--- config.mk ---
export PLATFORM = sky130hd
export DESIGN_NAME = sysreg_bank_flat
export DESIGN_NICKNAME = d
export VERILOG_FILES = /design/src/rtl/sysreg_pkg.sv /design/src/rtl/sysreg_bank_if.sv /design/src/rtl/sysreg_log_fifo.sv /design/src/rtl/sysreg_bank.sv /design/src/flat_wrapper.sv
export SDC_FILE = /design/constraint.sdc
export NUM_CORES = 1
export LEC_CHECK = 0
export CORE_MARGIN = 2
export CORE_UTILIZATION = 45
export DETAILED_ROUTE_END_ITERATION = 6
export PLACE_DENSITY = 0.7
export SKIP_CTS_REPAIR_TIMING = 1
export SLEW_MARGIN = 15
export SYNTH_ARGS = -nofsm -noshare
export SYNTH_HDL_FRONTEND = slang
export SYNTH_SLANG_ARGS = --single-unit
--- constraint.sdc ---
create_clock -name clk -period 4 [get_ports clk]
set_clock_uncertainty 0.1 [all_clocks]
set_input_delay 0.8 -clock clk [delete_from_list [all_inputs] [get_ports clk]]
set_output_delay 0.8 -clock clk [all_outputs]
set_load 0.02 [all_outputs]
--- src/rtl/sysreg_pkg.sv ---
// Shared register map, control/status bit positions and read default for the sysreg bank.
package sysreg_pkg;

  localparam int unsigned SR_ID0          = 0;
  localparam int unsigned SR_ID1          = 1;
  localparam int unsigned SR_REV          = 2;
  localparam int unsigned SR_STATUS       = 3;
  localparam int unsigned SR_LOG_COUNT    = 4;
  localparam int unsigned SR_LOG_ADDR     = 5;
  localparam int unsigned SR_LOG_DATA     = 6;
  localparam int unsigned SR_CONTROL      = 7;
  localparam int unsigned SR_SCRATCH_BASE = 8;

  localparam int unsigned CTRL_LOG_EN = 0;
  localparam int unsigned CTRL_FLUSH  = 1;
  localparam int unsigned CTRL_IRQ_EN = 2;

  localparam int unsigned STAT_EMPTY    = 0;
  localparam int unsigned STAT_FULL     = 1;
  localparam int unsigned STAT_OVERFLOW = 2;

  localparam logic [7:0] RD_DEFAULT = 8'hFF;

endpackage

--- src/rtl/sysreg_bank_if.sv ---
// Strobe-bus bundle between a bus master and the sysreg bank.
interface sysreg_bank_if #(
  parameter int unsigned ADDR_W = 5
);
  logic [ADDR_W-1:0] a;
  logic [7:0]        d_d;
  logic [7:0]        d_q;
  logic              read_strobe;
  logic              write_strobe;
  logic              irq;

  modport master (output a, d_d, read_strobe, write_strobe, input d_q, irq);
  modport slave  (input a, d_d, read_strobe, write_strobe, output d_q, irq);
endinterface

--- src/rtl/sysreg_log_fifo.sv ---
// Write-log FIFO: push/pop/flush with count, head view and a pulse when a push is dropped.
module sysreg_log_fifo #(
  parameter int unsigned Width = 13,
  parameter int unsigned Depth = 8
) (
  input  logic                   clk,
  input  logic                   rst_n,
  input  logic                   push,
  input  logic                   pop,
  input  logic                   flush,
  input  logic [Width-1:0]       wdata,
  output logic [Width-1:0]       head,
  output logic                   full,
  output logic                   empty,
  output logic [$clog2(Depth):0] count,
  output logic                   dropped
);
  localparam int unsigned PtrW = $clog2(Depth);

  logic [Width-1:0] mem_q [Depth];
  logic [PtrW-1:0]  rd_ptr_q, wr_ptr_q;
  logic [PtrW:0]    count_q, count_d;
  logic             do_push, do_pop;

  assign empty   = (count_q == '0);
  assign full    = (count_q == (PtrW+1)'(Depth));
  assign do_pop  = pop & ~empty & ~flush;
  // A pop in the same cycle frees the slot, so a push into a full FIFO still lands.
  assign do_push = push & ~flush & (~full | do_pop);
  assign dropped = push & ~flush & full & ~do_pop;
  assign head    = mem_q[rd_ptr_q];
  assign count   = count_q;

  always_comb begin
    count_d = count_q;
    if (flush) begin
      count_d = '0;
    end else if (do_push && !do_pop) begin
      count_d = count_q + (PtrW+1)'(1);
    end else if (do_pop && !do_push) begin
      count_d = count_q - (PtrW+1)'(1);
    end
  end

  always_ff @(posedge clk or negedge rst_n) begin
    if (!rst_n) begin
      rd_ptr_q <= '0;
      wr_ptr_q <= '0;
      count_q  <= '0;
    end else begin
      count_q <= count_d;
      if (flush) begin
        rd_ptr_q <= '0;
        wr_ptr_q <= '0;
      end else begin
        if (do_pop)  rd_ptr_q <= rd_ptr_q + PtrW'(1);
        if (do_push) wr_ptr_q <= wr_ptr_q + PtrW'(1);
      end
    end
  end

  always_ff @(posedge clk) begin
    if (do_push) mem_q[wr_ptr_q] <= wdata;
  end

endmodule

--- src/rtl/sysreg_bank.sv ---
// Byte-wide system register bank: ID/revision, scratch bytes, write-log FIFO, status/control, irq.
module sysreg_bank
  import sysreg_pkg::*;
#(
  parameter int unsigned ADDR_W    = 5,
  parameter int unsigned N_SCRATCH = 4,
  parameter int unsigned LOG_DEPTH = 8,
  parameter logic [7:0]  ID0       = 8'h42,
  parameter logic [7:0]  ID1       = 8'h73,
  parameter logic [7:0]  REV       = 8'h02
) (
  input logic          clk,
  input logic          rst_n,
  sysreg_bank_if.slave bus
);
  localparam int unsigned EntryW = ADDR_W + 8;
  localparam int unsigned CntW   = $clog2(LOG_DEPTH) + 1;

  logic [7:0]        scratch_q [N_SCRATCH];
  logic              log_en_q, irq_en_q, ovf_q, irq_q;
  logic [7:0]        rd_q, rdata, status, control;
  logic              sel_status, sel_log_data, sel_control, wr_ctrl;
  logic              fifo_push, fifo_pop, fifo_flush;
  logic              fifo_full, fifo_empty, fifo_dropped;
  logic [CntW-1:0]   fifo_count;
  logic [EntryW-1:0] fifo_head;

  assign sel_status   = (bus.a == ADDR_W'(SR_STATUS));
  assign sel_log_data = (bus.a == ADDR_W'(SR_LOG_DATA));
  assign sel_control  = (bus.a == ADDR_W'(SR_CONTROL));
  assign wr_ctrl      = bus.write_strobe & sel_control;

  assign fifo_flush = wr_ctrl & bus.d_d[CTRL_FLUSH];
  assign fifo_push  = bus.write_strobe & ~sel_control & log_en_q;
  assign fifo_pop   = bus.read_strobe & sel_log_data & ~fifo_empty;

  sysreg_log_fifo #(
    .Width (EntryW),
    .Depth (LOG_DEPTH)
  ) u_log_fifo (
    .clk     (clk),
    .rst_n   (rst_n),
    .push    (fifo_push),
    .pop     (fifo_pop),
    .flush   (fifo_flush),
    .wdata   ({bus.a, bus.d_d}),
    .head    (fifo_head),
    .full    (fifo_full),
    .empty   (fifo_empty),
    .count   (fifo_count),
    .dropped (fifo_dropped)
  );

  always_comb begin
    status                = '0;
    status[STAT_EMPTY]    = fifo_empty;
    status[STAT_FULL]     = fifo_full;
    status[STAT_OVERFLOW] = ovf_q;
    control               = '0;
    control[CTRL_LOG_EN]  = log_en_q;
    control[CTRL_IRQ_EN]  = irq_en_q;
  end

  always_comb begin
    rdata = RD_DEFAULT;
    unique case (bus.a)
      ADDR_W'(SR_ID0):       rdata = ID0;
      ADDR_W'(SR_ID1):       rdata = ID1;
      ADDR_W'(SR_REV):       rdata = REV;
      ADDR_W'(SR_STATUS):    rdata = status;
      ADDR_W'(SR_LOG_COUNT): rdata = 8'(fifo_count);
      ADDR_W'(SR_LOG_ADDR):  rdata = fifo_empty ? 8'h00 : 8'(fifo_head[EntryW-1:8]);
      ADDR_W'(SR_LOG_DATA):  rdata = fifo_empty ? 8'h00 : fifo_head[7:0];
      ADDR_W'(SR_CONTROL):   rdata = control;
      default: begin
        for (int unsigned i = 0; i < N_SCRATCH; i++) begin
          if (32'(bus.a) == SR_SCRATCH_BASE + i) rdata = scratch_q[i];
        end
      end
    endcase
  end

  always_ff @(posedge clk or negedge rst_n) begin
    if (!rst_n) begin
      for (int unsigned i = 0; i < N_SCRATCH; i++) scratch_q[i] <= '0;
    end else if (bus.write_strobe) begin
      for (int unsigned i = 0; i < N_SCRATCH; i++) begin
        if (32'(bus.a) == SR_SCRATCH_BASE + i) scratch_q[i] <= bus.d_d;
      end
    end
  end

  always_ff @(posedge clk or negedge rst_n) begin
    if (!rst_n) begin
      log_en_q <= 1'b1;
      irq_en_q <= 1'b0;
      ovf_q    <= 1'b0;
      irq_q    <= 1'b0;
      rd_q     <= RD_DEFAULT;
    end else begin
      if (wr_ctrl) begin
        log_en_q <= bus.d_d[CTRL_LOG_EN];
        irq_en_q <= bus.d_d[CTRL_IRQ_EN];
      end
      // A drop in the same cycle as a STATUS read wins over the read-clear.
      if (fifo_flush) begin
        ovf_q <= 1'b0;
      end else begin
        ovf_q <= fifo_dropped | (ovf_q & ~(bus.read_strobe & sel_status));
      end
      irq_q <= irq_en_q & (~fifo_empty | ovf_q);
      if (bus.read_strobe) rd_q <= rdata;
    end
  end

  assign bus.d_q = rd_q;
  assign bus.irq = irq_q;

endmodule
--- src/flat_wrapper.sv ---
// flat-port wrapper written by rule: the top's interface ports become plain ports
module sysreg_bank_flat import sysreg_pkg::*;
#(
  parameter int unsigned ADDR_W    = 5,
  parameter int unsigned N_SCRATCH = 4,
  parameter int unsigned LOG_DEPTH = 8,
  parameter logic [7:0]  ID0       = 8'h42,
  parameter logic [7:0]  ID1       = 8'h73,
  parameter logic [7:0]  REV       = 8'h02
)
  (clk, rst_n, bus_a, bus_d_d, bus_read_strobe, bus_write_strobe, bus_d_q, bus_irq);
  sysreg_bank_if #(.ADDR_W(ADDR_W)) bus_i ();
  input logic clk;
  input logic rst_n;
  input wire logic [$bits(bus_i.a)-1:0] bus_a;
  input wire logic [$bits(bus_i.d_d)-1:0] bus_d_d;
  input wire logic [$bits(bus_i.read_strobe)-1:0] bus_read_strobe;
  input wire logic [$bits(bus_i.write_strobe)-1:0] bus_write_strobe;
  output wire logic [$bits(bus_i.d_q)-1:0] bus_d_q;
  output wire logic [$bits(bus_i.irq)-1:0] bus_irq;
  assign bus_i.a = bus_a;
  assign bus_i.d_d = bus_d_d;
  assign bus_i.read_strobe = bus_read_strobe;
  assign bus_i.write_strobe = bus_write_strobe;
  assign bus_d_q = bus_i.d_q;
  assign bus_irq = bus_i.irq;
  sysreg_bank #(.ADDR_W(ADDR_W), .N_SCRATCH(N_SCRATCH), .LOG_DEPTH(LOG_DEPTH), .ID0(ID0), .ID1(ID1), .REV(REV)) u_core (.clk(clk), .rst_n(rst_n), .bus(bus_i));
endmodule
Word level (Yosys, flattened, before mapping)

Memories as Yosys holds them, arrays and structs flattened.
Index checks and enable logic that the tools add are counted.

Register bits after elaboration: 54
RAM bits: 104
Bits of input ports: 17
Output and inout port bits: 9
Logic and storage cells: 83
Memories: 1

Memory list:

| memory                  | depth | width | rd ports | clocked after Yosys merged registers in | write ports | line                  | RTL |
|---|---|---|---|---|---|---|---|
| u_core.u_log_fifo.mem_q | 8     | 13    | 1        | 0                                       | 1           | sysreg_log_fifo.sv:20 | `logic [Width-1:0] mem_q [Depth];` |

Add/subtract/negate cells: 4
Equal/unequal tests: 12
Muxes and demuxes: 17
Bitwise gates (word level): 24
Reduce and logical (&&, ||, !) cells: 13

Operator list:

| kind                                                                   | number |
|---|---|
| 8-bit one-hot mux with 8 select lines                                  | 1 |
| 8-bit 2-to-1 mux                                                       | 5 |
| 5-bit by 3-bit equality test with 1-bit output (second input constant) | 4 |
| 5-bit by 4-bit equality test with 1-bit output (second input constant) | 4 |
| 1-bit bitwise AND                                                      | 15 |
| 3-bit 2-to-1 mux                                                       | 4 |
| 4-bit 2-to-1 mux                                                       | 3 |
| 5-bit by 2-bit equality test with 1-bit output (second input constant) | 2 |
| 2-bit AND reduction                                                    | 4 |
| 3-bit by 1-bit adder with 3-bit output (second input constant)         | 2 |
| 1-bit NOT                                                              | 6 |
| 5-bit by 1-bit equality test with 1-bit output (second input constant) | 1 |
| 5-bit zero test                                                        | 1 |
| 5-bit 2-to-1 mux                                                       | 1 |
| 4-bit by 1-bit adder with 4-bit output (second input constant)         | 1 |
| 4-bit equality test (second input constant)                            | 1 |
| 4-bit zero test                                                        | 1 |
| 2-bit nonzero test                                                     | 2 |
| 4-bit by 1-bit subtractor with 4-bit output (second input constant)    | 1 |
| 1-bit 2-to-1 mux                                                       | 3 |
| 1-bit OR                                                               | 3 |
| 3-bit nonzero test                                                     | 1 |
| 1-bit logical AND                                                      | 2 |
| 1-bit zero test                                                        | 2 |

Longest topological paths before layout

Gate-level depths: netlist of run 1.

Depth after elaboration: 12
Gate-level depth with buffers: 12
Gate-level depth less buffers: 11

Hierarchy

A second synthesis of run 1 with hierarchy kept.

Cell total of the unflattened synthesis: 435
Area, all modules: 7109.3 sq um

Modules (own cells, without submodules):

| module          | instances | cells an instance | area each (sq um) | seq. area each (sq um) |
|---|---|---|---|---|
| sysreg_log_fifo | 1         | 238               | 4803.4            | 3373.2 |
| sysreg_bank     | 1         | 197               | 2306.0            | 1112.3 |

Least setup slack after synthesis of run 1

No wires, ideal clock.

Path kind: input to register
Start point: input port bus_a[4]
End point: memory u_core.u_log_fifo.mem_q[0][0], enable pin
Data arrival time: 3227 ps
Slack: 251 ps
Stages on the path: 5
Cells stage by stage: clkbuf_2 -> nor2_1 -> a41oi_2 -> nor3_4 -> nor4b_1

Longest elaborated chain between the ends: 9
Elaborated cells between the ends (all ways): 17
Classes of those cells: eq/ne (2); mux (2); bitwise (13)

RTL lines:

| element                                                                  | line                                         | RTL |
|---|---|---|
| start, declared                                                          | flat_wrapper.sv:15                           | `input wire logic [$bits(bus_i.a)-1:0] bus_a;` |
| 5-bit by 3-bit equality test with 1-bit output, on equally long branches | sysreg_bank.sv:29, sysreg_bank.sv:30         |  |
| 1-bit bitwise AND, on equally long branches                              | sysreg_bank.sv:35, sysreg_bank.sv:31         |  |
| 1-bit bitwise AND, on equally long branches                              | sysreg_bank.sv:35, sysreg_bank.sv:33         |  |
| 1-bit bitwise AND or 1-bit NOT (tied branches)                           | sysreg_log_fifo.sv:27, sysreg_log_fifo.sv:29 |  |
| 1-bit bitwise AND                                                        | sysreg_log_fifo.sv:27                        | `assign do_pop = pop & ~empty & ~flush;` |
| 1-bit OR                                                                 | sysreg_log_fifo.sv:29                        | `assign do_push = push & ~flush & (~full \| do_pop);` |
| 1-bit bitwise AND *                                                      | sysreg_log_fifo.sv:29                        |  |
| 1-bit 2-to-1 mux *                                                       | sysreg_log_fifo.sv:63                        | `if (do_push) mem_q[wr_ptr_q] <= wdata;` |
| 1-bit 2-to-1 mux (not written as such) *                                 | sysreg_log_fifo.sv:63                        |  |
| end, declared                                                            | sysreg_log_fifo.sv:20                        |  |

Mark *: on every way between the ends. The rest lies on a longest branch, timed or not.

Worst setup path after layout of run 1

Start point: input port bus_a[1]
End point: register u_core.u_log_fifo.count_q[3], in the netlist u_core.u_log_fifo.count[3]

Longest elaborated chain between the ends: 10
Elaborated cells between the ends (all ways): 22
Classes of those cells: eq/ne (2); mux (2); bitwise (13); reduce/logical (5)

RTL lines:

| element                                                                  | line                                         | RTL |
|---|---|---|
| 5-bit by 3-bit equality test with 1-bit output, on equally long branches | sysreg_bank.sv:29, sysreg_bank.sv:30         |  |
| 1-bit bitwise AND, on equally long branches                              | sysreg_bank.sv:35, sysreg_bank.sv:31         |  |
| 1-bit bitwise AND, on equally long branches                              | sysreg_bank.sv:35, sysreg_bank.sv:33         |  |
| 1-bit bitwise AND or 1-bit NOT (tied branches)                           | sysreg_log_fifo.sv:27, sysreg_log_fifo.sv:29 |  |
| 1-bit bitwise AND                                                        | sysreg_log_fifo.sv:27                        |  |
| 1-bit OR                                                                 | sysreg_log_fifo.sv:29                        |  |
| 1-bit bitwise AND                                                        | sysreg_log_fifo.sv:29                        |  |
| 1-bit logical AND or 1-bit zero test (tied branches)                     | sysreg_log_fifo.sv:38, sysreg_log_fifo.sv:40 |  |
| 4-bit 2-to-1 mux or 1-bit logical AND (tied branches)                    | sysreg_log_fifo.sv:38, sysreg_log_fifo.sv:40 |  |
| 4-bit 2-to-1 mux or 3-bit nonzero test (tied branches)                   | --                                           |  |
| end signal, assigned                                                     | sysreg_log_fifo.sv:51                        | `count_q <= count_d;` |
| end, declared                                                            | sysreg_log_fifo.sv:22                        | `logic [PtrW:0] count_q, count_d;` |

Parallel ways exist; a longest one is shown, timed or not.
A chain may end at the register's enable or synchronous reset.

==> impl_metrics.tcl, run 1 <==
set metrics [dict create \
    gr-total-overflow 0 \
    crit_path_top_delay_cell "clkdlybuf4s50_1" \
    yosysWarningCount 0 \
    path_class "primary input to register" \
    rsz0062_at_grt "false" \
    synth_nets 457 \
    tns_ns 0 \
    synth_most_common_cell "edfxtp_1" \
    seq_area_mm2 0.00449 \
    row_count 44 \
    yosysSeqAreaShare_pct 66.2 \
    cp-start-kind "primary input" \
    clock_path_buffers 2 \
    first_iter_violations 311 \
    fmax_mhz 300 \
    yosysTopAreaCell "edfxtp_1" \
    crit_path_max_incr_delay_ns 0.49 \
    cp_max_fo 3 \
    worstSkewPairLatency_ns 0.43 \
    synth_area_leaders "edfxtp_1 (46%), dfrtp_1 (17%), mux4_2 (7.0%)" \
    ir_drop_v 0.000368 \
    worstMarginPinSlew_ns 0.896 \
    synth.distinct_cells 59 \
    die_area_mm2 0.0160 \
    drive_gt1_share_pct 27.1 \
    fin_total_pwr_mw 4.52 \
    min_period_ns 3.34 \
    wl_met3_um 708 \
    hpwl_mm 10.1 \
    cap_violations 0 \
    cts_root_buffer "clkbuf_16" \
    power.density_mw_per_mm2 567 \
    clk_pin_slew_ns 0.06 \
    fillers 1186 \
    start_util_pct 46.2 \
    netlist_area_mm2 0.00677 \
    r2r-start "u_core.u_log_fifo.count[0]" \
    synth_xor_area_share_pct 0.647 \
    first_pass_iters 5 \
    wl_met2_mm 7.57 \
    multi_input_area_mm2 0.00220 \
    synth_seq_cells 158 \
    cp_data_required_time_ns 4.25 \
    grt_pass1_vias 4108 \
    cp.buffers_inverters 2 \
    synth_compound_area_share_pct 5.97 \
    reg2reg_slack_ns 0.97 \
    r2r_end "u_core.u_log_fifo.count[3]" \
    synth_commonest_cells "edfxtp_1 (104), dfrtp_1 (45), mux2_2 (34)" \
    hold_class "primary input to async pin" \
    drv_slew 0 \
    die_y_um 127 \
    drc 0 \
    grt_antenna_before_repair 0 \
    synthMuxAreaShare_pct 16.3 \
    coreArea_mm2 0.0146 \
    cpLargestDelayFamily "simple AND/OR/NAND/NOR gates" \
    wl_per_cell_um 22.8 \
    cts_made_buffers 17 \
    place_congestion 0.923 \
    highest_layer "met4" \
    cts_tree "built" \
    port_buffers 25 \
    layout.nets 505 \
    synthAdderAreaFrac_pct 1.22 \
    setup_viol 0 \
    synth_edf_count 104 \
    synth_top_area_share_pct 46.1 \
    synth_cells 434 \
    vias 3950 \
    dieWidth_um 127 \
    yosys_most_used_dff "edfxtp_1" \
    h-tree-depth 4 \
    num_antenna_cells 0 \
    drt-met1-wl_mm 6.88 \
    fin_crit_sh_pct 83.4 \
    reg2reg_depth 11 \
    io_pins 26 \
    syn_area_per_cell_um2 15.6 \
    area_growth_pct 17.7 \
    synthSimpleGateAreaFrac_pct 7.67 \
    synth_top_family_by_area "multiplexers" \
    finalHoldViolCount 0 \
    totalWireLength_mm 15.5 \
    grt_pass1_wl_mm 23.9 \
    crit_path_end_kind "register" \
    arrival_ns 3.59 \
    cp.depth 12 \
    track_usage_pct 20.6 \
    grt_max_degree 36 \
    drtAntennaViolNets 0 \
    crit_chain "clkdlybuf4s50_1, nor2b_1, a41oi_2, nor3_4, ha_1, inv_1, ha_1, a21o_1, a21oi_1, xnor2_1, or3_1, a21oi_1" \
    outcome "finished clean" \
    leakage_nw 2.87 \
    clock-sinks 158 \
    via_per_inst 5.82 \
    async_reset_ff_share_pct 34.2 \
    slew_headroom_pct 40.3 \
]
## cells in the final DEF, fill, tap and decap left out, types with 9 or more instances in the layout
cell,count
clkdlybuf4s50_1,24
edfxtp_1,104
a22oi_1,11
mux2_2,34
o21ai_0,13
nand3_1,11
mux2i_1,25
nand2_1,32
nor2_1,22
dfrtp_1,44
clkbuf_16,21
buf_4,25
dfstp_2,9
mux4_2,21
## metrics by stage
stage	cell area, µm²	instances	utilization [%]	worst slack [ns]	hold WS [ns]
global route	7970	679	54.4	0.516	0.413
detailed placement	7380	647	50.4	0.200	0.391
finish	7970	679	54.4	0.664	0.366
floorplan	6770	434	-	0.251	0.374
global placement	7380	647	50.4	0.280	0.383
CTS	7970	679	54.4	0.653	0.377
## area by class of cell
cell class | instances | share of cell area, %
multi-input cells | 248 | 27.6
clock inverters | 3 | 0.220
flip-flops and latches | 158 | 56.3
repair buffers | 50 | 5.43
inverters | 7 | 0.330
clock buffers | 29 | 7.22
well taps | 184 | 2.89
## routing by layer
metal  global-route usage (%)  vias to the layer above
met5                        0                        -
met4                     7.50                        0
met3                     5.99                       28
met2                     33.1                      104
met1                     26.9                     2038
li1                         -                     1780
## power breakdown
group / switching, mW / internal [mW]
Sequential: 0.217 / 1.93
Combinational: 0.387 / 0.415
Clock: 0.600 / 0.974
Total: 1.20 / 3.32
## cells by family (layout without fill, tap and decap cells)
logic type / after synthesis / count (layout)
adder cells (fa/ha/maj): 6 / 6
multiplexers: 80 / 80
AO/OA/AOI/OAI: 58 / 58
XOR/XNOR: 5 / 5
buffers and inverters: 28 / 89
flip-flops: 158 / 158
AND/OR/NAND/NOR: 99 / 99
## worst max-delay path by stage
stage                         from  slack, ns                             to
after floorplan           bus_a[4]       0.25  u_core.u_log_fifo.mem_q[0][0]
after global placement    bus_a[4]       0.28     u_core.u_log_fifo.count[3]
after detailed placement  bus_a[1]       0.20     u_core.u_log_fifo.count[3]
after CTS                 bus_a[1]       0.65     u_core.u_log_fifo.count[3]
after global routing      bus_a[1]       0.52     u_core.u_log_fifo.count[3]
final                     bus_a[1]       0.66     u_core.u_log_fifo.count[3]
## sequential cells by signal, summed over array words and instances (netlist names), 3 cells and up
signal / count
u_core.u_log_fifo.mem_q: 104
u_core.scratch_q: 32
u_core.bus.d_q: 8
u_core.u_log_fifo.count: 4
u_core.u_log_fifo.rd_ptr_q: 3
u_core.u_log_fifo.wr_ptr_q: 3
Note: power is estimated with default switching activity, not from simulation.
==> inputs of run 2 (changes only) <==
==> constraint.sdc (replaced) <==
create_clock -name clk -period 3.3 [get_ports clk]
set_clock_uncertainty 0.1 [all_clocks]
set_input_delay 0.66 -clock clk [delete_from_list [all_inputs] [get_ports clk]]
set_output_delay 0.66 -clock clk [all_outputs]
set_load 0.02 [all_outputs]
==> run 2 against run 1 <==
Via count rose by 4.0%. Register-to-register slack got worse by 0.57 ns. Utilization is 1.7 points higher. Global-route usage increased by 0.36 points. First-iteration DRC count grew 21%. Sequential share of layout area is 1.7 points lower. Cell count is 1.6% higher. Critical path depth unchanged. Combinational power increased by 32%.
==> impl_metrics.tcl, run 2 (synthesis results as in run 1) <==
set metrics [dict create \
    outcome "finished clean" \
    tns_ns 0 \
    cp.buffers_inverters 2 \
    gr-total-overflow 0 \
    path_class "primary input to register" \
    crit_path_top_delay_cell "clkdlybuf4s50_1" \
    h-tree-depth 4 \
    drc 0 \
    crit_path_end_kind "register" \
    layout.nets 516 \
    vias 4107 \
    crit_path_max_incr_delay_ns 0.49 \
    drive_gt1_share_pct 29.4 \
    cp_data_required_time_ns 3.55 \
    first_iter_violations 375 \
    clock-sinks 158 \
    dieWidth_um 127 \
    arrival_ns 3.34 \
    cts_made_buffers 17 \
    crit_chain "clkdlybuf4s50_1, or3b_4, nor3b_4, nand2_2, ha_1, inv_1, ha_1, a21o_1, a21oi_1, xnor2_1, or3_1, a21oi_1" \
    largest_register_ffs 104 \
    fillers 1156 \
    wl_per_cell_um 22.5 \
    hold_class "primary input to async pin" \
    regMostFlops "u_core.u_log_fifo.mem_q" \
    drv_slew 0 \
    rsz0062_at_grt "false" \
    start_util_pct 46.2 \
    place_congestion 0.950 \
    cp_max_fo 4 \
    row_count 44 \
    grt_antenna_before_repair 0 \
    cap_violations 0 \
    final_common_cell "edfxtp_1" \
    die_area_mm2 0.0160 \
    port_buffers 25 \
    area_growth_pct 21.3 \
    cts_tree "built" \
    clk_pin_slew_ns 0.06 \
    track_usage_pct 20.9 \
    fin_total_pwr_mw 5.74 \
    clock_path_buffers 2 \
    min_period_ns 3.08 \
    totalWireLength_mm 15.6 \
    slew_headroom_pct 46.7 \
    dp.cells 658 \
    num_antenna_cells 0 \
    worstSkewPairLatency_ns 0.43 \
    ir_drop_v 0.000381 \
    finalHoldViolCount 0 \
    grt_max_degree 32 \
    first_pass_iters 5 \
    fmax_mhz 325 \
    setup_viol 0 \
    power.density_mw_per_mm2 699 \
    hpwl_mm 10.2 \
    fin_crit_sh_pct 93.4 \
    worstMarginPinSlew_ns 0.800 \
    leakage_nw 2.98 \
    cts_root_buffer "clkbuf_16" \
    drtAntennaViolNets 0 \
    io_pins 26 \
    cpLargestDelayFamily "simple AND/OR/NAND/NOR gates" \
    coreArea_mm2 0.0146 \
    via_per_inst 5.95 \
    grt_pass1_vias 4269 \
    finalNonFillerCells 690 \
    final_cell_mix "edfxtp_1 (104), dfrtp_1 (44), mux2_2 (34)" \
    die_y_um 127 \
    cp-start-kind "primary input" \
    grt_pass1_wl_mm 24.8 \
]
[run 2: cell count changes in the layout (fill, tap and decap cells not counted), moves of 2 or more]
cell,previous run,this run
buf_12,0,8
dlymetal6s2s_1,0,2
inv_6,0,2
clkbuf_1,6,3
clkbuf_16,21,17
bufinv_16,0,4
buf_4,25,27
clkdlybuf4s50_1,24,22
[run 2: routing by layer]
layer	track usage, %	share of wire (%)	wire, µm	up-vias
met5	0	0	0	-
met4	6.21	1.4	221	0
met3	5.53	6.3	976	21
met2	34.1	50	7730	135
met1	28.0	43	6620	2155
li1	-	-	-	1796
[run 2: worst register-to-register path, stage by stage, from the launching register on]
cell,delay [ns]
dfrtp_1,0.44
or4b_1,0.56
a41oi_2,0.26
nor3_4,0.07
ha_1,0.20
inv_1,0.08
ha_1,0.24
a21o_1,0.18
a21oi_1,0.17
xnor2_1,0.09
or3_1,0.30
a21oi_1,0.14
[run 2: final cells by class]
cell class,instances,area [µm²],share of cell area [%]
Tap cell,184,230,2.80
Multi-Input combinational cell,248,2210,26.9
Clock inverter,9,155,1.89
Clock buffer,23,478,5.82
Timing Repair Buffer,61,624,7.60
Sequential cell,158,4490,54.6
Inverter,7,26.3,0.320
[run 2: metrics by stage]
step	cell area (µm²)	hold WS (ns)	setup slack, ns	util (%)
after floorplan	6790	0.264	0.0310	-
after global placement	7570	0.382	-0.192	51.7
after detailed placement	7570	0.388	-0.258	51.7
after CTS	8210	0.135	0.191	56.0
after global routing	8210	0.165	0.0116	56.1
final	8210	0.138	0.219	56.1
[run 2: power breakdown]
| group | switching (mW) | leakage [nW] | internal (mW) |
|---|---|---|---|
| sequential | 0.243 | 1.60 | 2.34 |
| clock | 0.767 | 0.308 | 1.33 |
| combinational | 0.511 | 1.07 | 0.553 |
| total | 1.52 | 2.98 | 4.22 |
[run 2: worst paths after layout]
path | startpoint | endpoint | slack, ns | cells past startpoint
max | bus_a[4] | u_core.u_log_fifo.count[3] | 0.22 | 12
min | rst_n | u_core.scratch_q[14] | 0.14 | 1
max reg2reg | u_core.u_log_fifo.count[2] | u_core.u_log_fifo.count[3] | 0.40 | 11
min reg2reg | u_core.scratch_q[19] | u_core.scratch_q[19] | 0.40 | 1
max in group asynchronous | rst_n | u_core.log_en_q | 2.11 | 2
min in group clk | u_core.scratch_q[19] | u_core.scratch_q[19] | 0.40 | 1
